[config.mk]
export PLATFORM = sky130hd
export DESIGN_NAME = reg_writeback
export DESIGN_NICKNAME = d
export VERILOG_FILES = /design/src/rtl/reg_writeback.sv
export SDC_FILE = /design/constraint.sdc
export NUM_CORES = 1
export LEC_CHECK = 0
export CORE_UTILIZATION = 55
export DETAILED_ROUTE_END_ITERATION = 12
export PLACE_DENSITY = 0.8
export SLEW_MARGIN = 30
export SYNTH_ARGS = -nofsm -noshare
export SYNTH_HDL_FRONTEND = slang
export SYNTH_SLANG_ARGS = --single-unit
[constraint.sdc]
create_clock -name clock -period 12.79 [get_ports clock]
set_clock_uncertainty 0.15 [all_clocks]
set_input_delay 1.279 -clock clock [delete_from_list [all_inputs] [get_ports clock]]
set_output_delay 1.279 -clock clock [all_outputs]
set_load 0.005 [all_outputs]
[src/rtl/reg_writeback.sv]
// Writeback collector: merges ALU and load results into an in-order FIFO and
// retires one entry per cycle to the register file write port.
module reg_writeback #(
   parameter int unsigned DEPTH  = 4,
   parameter int unsigned ADDR_W = 5,
   parameter int unsigned DATA_W = 32
) (
   input  logic                         clock,
   input  logic                         reset,
   input  logic                         a_valid,
   output logic                         a_ready,
   input  logic [ADDR_W-1:0]            a_addr,
   input  logic [DATA_W-1:0]            a_data,
   input  logic                         b_valid,
   output logic                         b_ready,
   input  logic [ADDR_W-1:0]            b_addr,
   input  logic [DATA_W-1:0]            b_data,
   output logic                         write,
   output logic [ADDR_W-1:0]            regw_addr,
   output logic [DATA_W-1:0]            regw_data,
   output logic [(2**ADDR_W)-1:0]       busy_mask,
   output logic [$clog2(DEPTH+1)-1:0]   count
);

   localparam int unsigned PTR_W  = $clog2(DEPTH);
   localparam int unsigned CNT_W  = $clog2(DEPTH + 1);
   localparam int unsigned FREE_W = CNT_W + 1;

   logic [ADDR_W-1:0] mem_addr [DEPTH];
   logic [DATA_W-1:0] mem_data [DEPTH];
   logic [PTR_W-1:0]  wr_ptr;
   logic [PTR_W-1:0]  rd_ptr;
   logic [PTR_W-1:0]  a_slot;
   logic [FREE_W-1:0] free_slots;
   logic              pop;
   logic              a_enq;
   logic              b_enq;

   // The head pops every nonempty cycle, so its slot is reusable this edge.
   assign pop        = (count != '0);
   assign free_slots = FREE_W'(DEPTH) - FREE_W'(count) + FREE_W'(pop);

   assign b_ready = (free_slots >= FREE_W'(1));
   assign a_ready = (free_slots >= FREE_W'(2)) ||
                    ((free_slots >= FREE_W'(1)) && !b_valid);

   // Register 0 is accepted but dropped before it takes a slot.
   assign b_enq  = b_valid && b_ready && (b_addr != '0);
   assign a_enq  = a_valid && a_ready && (a_addr != '0);
   assign a_slot = wr_ptr + PTR_W'(b_enq);

   // Entry storage; B lands ahead of A when both enqueue together.
   always_ff @(posedge clock) begin
      if (b_enq) begin
         mem_addr[wr_ptr] <= b_addr;
         mem_data[wr_ptr] <= b_data;
      end
      if (a_enq) begin
         mem_addr[a_slot] <= a_addr;
         mem_data[a_slot] <= a_data;
      end
   end

   // Pointers, occupancy and the registered write port.
   always_ff @(posedge clock or negedge reset) begin
      if (!reset) begin
         wr_ptr    <= '0;
         rd_ptr    <= '0;
         count     <= '0;
         write     <= 1'b0;
         regw_addr <= '0;
         regw_data <= '0;
      end else begin
         wr_ptr <= wr_ptr + PTR_W'(b_enq) + PTR_W'(a_enq);
         count  <= count + CNT_W'(b_enq) + CNT_W'(a_enq) - CNT_W'(pop);
         if (pop) begin
            rd_ptr    <= rd_ptr + PTR_W'(1);
            write     <= 1'b1;
            regw_addr <= mem_addr[rd_ptr];
            regw_data <= mem_data[rd_ptr];
         end else begin
            write <= 1'b0;
         end
      end
   end

   // Pending mask: every live FIFO entry plus the write currently presented.
   always_comb begin
      logic [PTR_W-1:0] offset;
      busy_mask = '0;
      offset    = '0;
      for (int unsigned i = 0; i < DEPTH; i++) begin
         offset = PTR_W'(i) - rd_ptr;
         if (CNT_W'(offset) < count) begin
            busy_mask[mem_addr[i]] = 1'b1;
         end
      end
      if (write) begin
         busy_mask[regw_addr] = 1'b1;
      end
      busy_mask[0] = 1'b0;
   end

endmodule
==> reports/metrics.csv <==
stage,metric,value,unit
floorplanning,die width,143,µm
critical_path,Crit path required time,12720,ps
logic_synthesis,Post-Synth Simple-Gate Area,14.3,%
logic_synthesis,post-synthesis sequential area ratio,50.8,%
critical_path,CP Class,in -> reg,
critical_path,"Cell Chain, Critical Path",clkdlybuf4s50_1 > or4_1 > o211ai_1 > inv_1 > ha_1 > xnor2_1 > and4b_4 > o21bai_4 > buf_4,
cells_and_area,ANT cells,0,
power,Final Power,3540,µW
logic_synthesis,Post-synth ARST share,23.3,%
cts,# resized after CTS,0,
status,status,"complete, no violations",
logic_synthesis,Synth Area in Compound Gates,5.96,%
timing,maximum clock rate,173,MHz
critical_path,"Max stage delay cell, worst path",and4b_4,
timing,unrepaired setup endpoints after global routing,no,
cts,CTS Hold Buffers Added,0,
critical_path,Buf/Inv on CP,3,
critical_path,Setup crit start kind,primary input,
drt,routed wire length,31.6,mm
global_routing,number of global-route vias before repair,7971,
cts,total CTS buffers,17,
cts,Max H-tree Level,4,
cts,root cell of the clock tree,clkbuf_16,
cells_and_area,nets,1081,
placed_design,RD Place Congestion,1.06,
logic_synthesis,Synth Area in XOR/XNOR,0.479,%
logic_synthesis,net count after synthesis,946,
drt,post-route ant nets,0,
timing,Final Setup Violations,0,
placed_design,post-place setup slack,6590,ps
critical_path,Worst Path Arrival,5710,ps
critical_path,crit end category,register,
drt,Vias per Instance,6.29,
power,PwrDens,266,nW/µm²
logic_synthesis,Cells after Synth,856,
cells_and_area,most frequent cells in the layout,"150 x clkdlybuf4s50_1, 148 x edfxtp_1, 131 x nand2_1, 87 x mux2_2, 43 x dfrtp_1",
timing,Slew @ Worst Pin,917,ps
global_routing,antenna violations before repair,0,
cells_and_area,"most common cell after layout, fill and taps aside",clkdlybuf4s50_1,
logic_synthesis,"Top FF cell, synth",edfxtp_1,
global_routing,Total GRT Usage,32.5,%
logic_synthesis,Ys Warns,0,
power,Leakage,0.00484,µW
timing,Fin. Hold Viols,0,
job,max_cap viols,0,
placed_design,hpwl dp,21.3,mm
cts,clock sinks,193,
timing,Pins Over Slew Limit,0,
cells_and_area,fraction of layout cells with a size suffix above 1,22.7,%
cts,post-CTS setup buffer count,0,
timing,period utilization,45.2,%
cells_and_area,Area growth syn-to-layout,21.1,%
floorplanning,num ports,153,
timing,slew margin rel.,38.6,%
global_routing,pin count of the biggest net entering global routing,46,
critical_path,CP peak stage delay,860,ps
logic_synthesis,average size of a mapped cell,12.8,µm²
cts,Worst-path clk slew,70,ps
logic_synthesis,Synth cell types,67,
timing,fin worst setup slack,7010,ps
logic_synthesis,"Cell Area, Synth",11000,µm²
timing,crit path time final,5780,ps
cts,TritonCTS clock tree,yes,
timing,setup tns final,0,ps
critical_path,critical path peak fanout,38,
floorplanning,die footprint,20500,µm²
logic_synthesis,synthesized flop and latch total,193,
floorplanning,Starting Density,56.2,%
cts,clock latency on the worst-skew pair,430,ps
drt,drt first pass iters,5,
logic_synthesis,largest family of logic cells by synthesized area,multiplexers,
critical_path,CP top delay family,simple AND/OR/NAND/NOR gates,
floorplanning,Core ar.,19500,µm²
global_routing,Overflow after GRT,0,
logic_synthesis,Synth Area in Adders,1.51,%
power,Max VDD drop,0.000171,V
min_path,Hold Crit Class,reg -> reg,
drt,drt initial violations,474,
timing,Min Hold Slack,314,ps
drt,DRC,0,
placed_design,Port Buffers,151,
floorplanning,Die Y,143,µm
drt,DR vias,7985,
global_routing,first-pass GRT wire length,47.7,mm
drt,average wire per standard cell,24.9,µm
cts,clock buffer depth,2,
logic_synthesis,post-synthesis mux area share,24.1,%
logic_synthesis,Post-synth EDFFs,148,
floorplanning,Rows,51,
[where the power goes]
| group | internal [µW] | switching [µW] | leakage, µW | total (µW) |
|---|---|---|---|---|
| sequential | 1060 | 178 | 0.00191 | 1230 |
| combinational | 828 | 970 | 0.00267 | 1800 |
| clock | 271 | 233 | 0.000262 | 503 |
[worst min-delay path, cell delays in order (launching register included)]
cell     delay (ps)
dfrtp_1         340
nand2_1          50
nand2_1          50
[state kept, by name (all words and copies together) (netlist names)]
name and cells:
count 3, mem_addr 20, mem_data 128, rd_ptr 2, regw_addr 5, regw_data 32, wr_ptr 2, write 1
[cell families after synthesis]
logic type,Yosys count
xor+xnor,6
fa+ha+maj,12
compound gates,83
other cells,1
mux,185
simple gates,314
buf+inv,62
flops,193
[area by class of cell]
class / count / area, µm²
Clock inverter: 11 / 105
Sequential cell: 193 / 5570
Tap cell: 265 / 332
Inverter: 14 / 52.6
Timing Repair Buffer: 164 / 1600
Fill cell: 1413 / 6250
Clock buffer: 21 / 440
Multi-Input combinational cell: 601 / 5170
[routing by layer]
layer / wire, µm / share of wire (%) / GRT usage (%)
met1: 12000 / 38 / 38.1
met3: 1830 / 5.8 / 5.97
met5: 0 / 0 / 0
met2: 15900 / 50 / 55.4
met4: 1910 / 6.0 / 20.3
[cell usage after synthesis, drive strengths merged, types with 19 or more instances]
cell type | count | area [µm²]
buf | 28 | 186
mux2 | 148 | 1810
mux4 | 37 | 833
nand2b | 28 | 175
nor2 | 39 | 146
nand2 | 131 | 492
clkbuf | 20 | 75.1
nand3 | 19 | 95.1
dfrtp | 45 | 1130
edfxtp | 148 | 4440
[through the flow]
step,area (µm²),cells,utilization [%]
2_1_floorplan,11000,856,-
3_3_place_gp,12700,1237,65.1
3_5_place_dp,12700,1237,65.2
4_1_cts,13300,1269,68.0
5_1_grt,13300,1269,68.0
6_report,13300,1269,68.0
[final timing paths]
| kind | start | cells past startpoint | slack [ps] | to |
|---|---|---|---|---|
| max | b_addr[1] | 9 | 7010 | mem_data[1][26] |
| max reg2reg | count[2] | 13 | 7520 | mem_data[1][26] |
| min in group asynchronous | reset | 2 | 810 | regw_data[21] |
| min | regw_data[25] | 2 | 310 | regw_data[25] |
| max in group asynchronous | reset | 2 | 11200 | rd_ptr[1] |
| min reg2reg | regw_data[25] | 2 | 310 | regw_data[25] |
No activity file was read; power rests on OpenSTA's default activity.
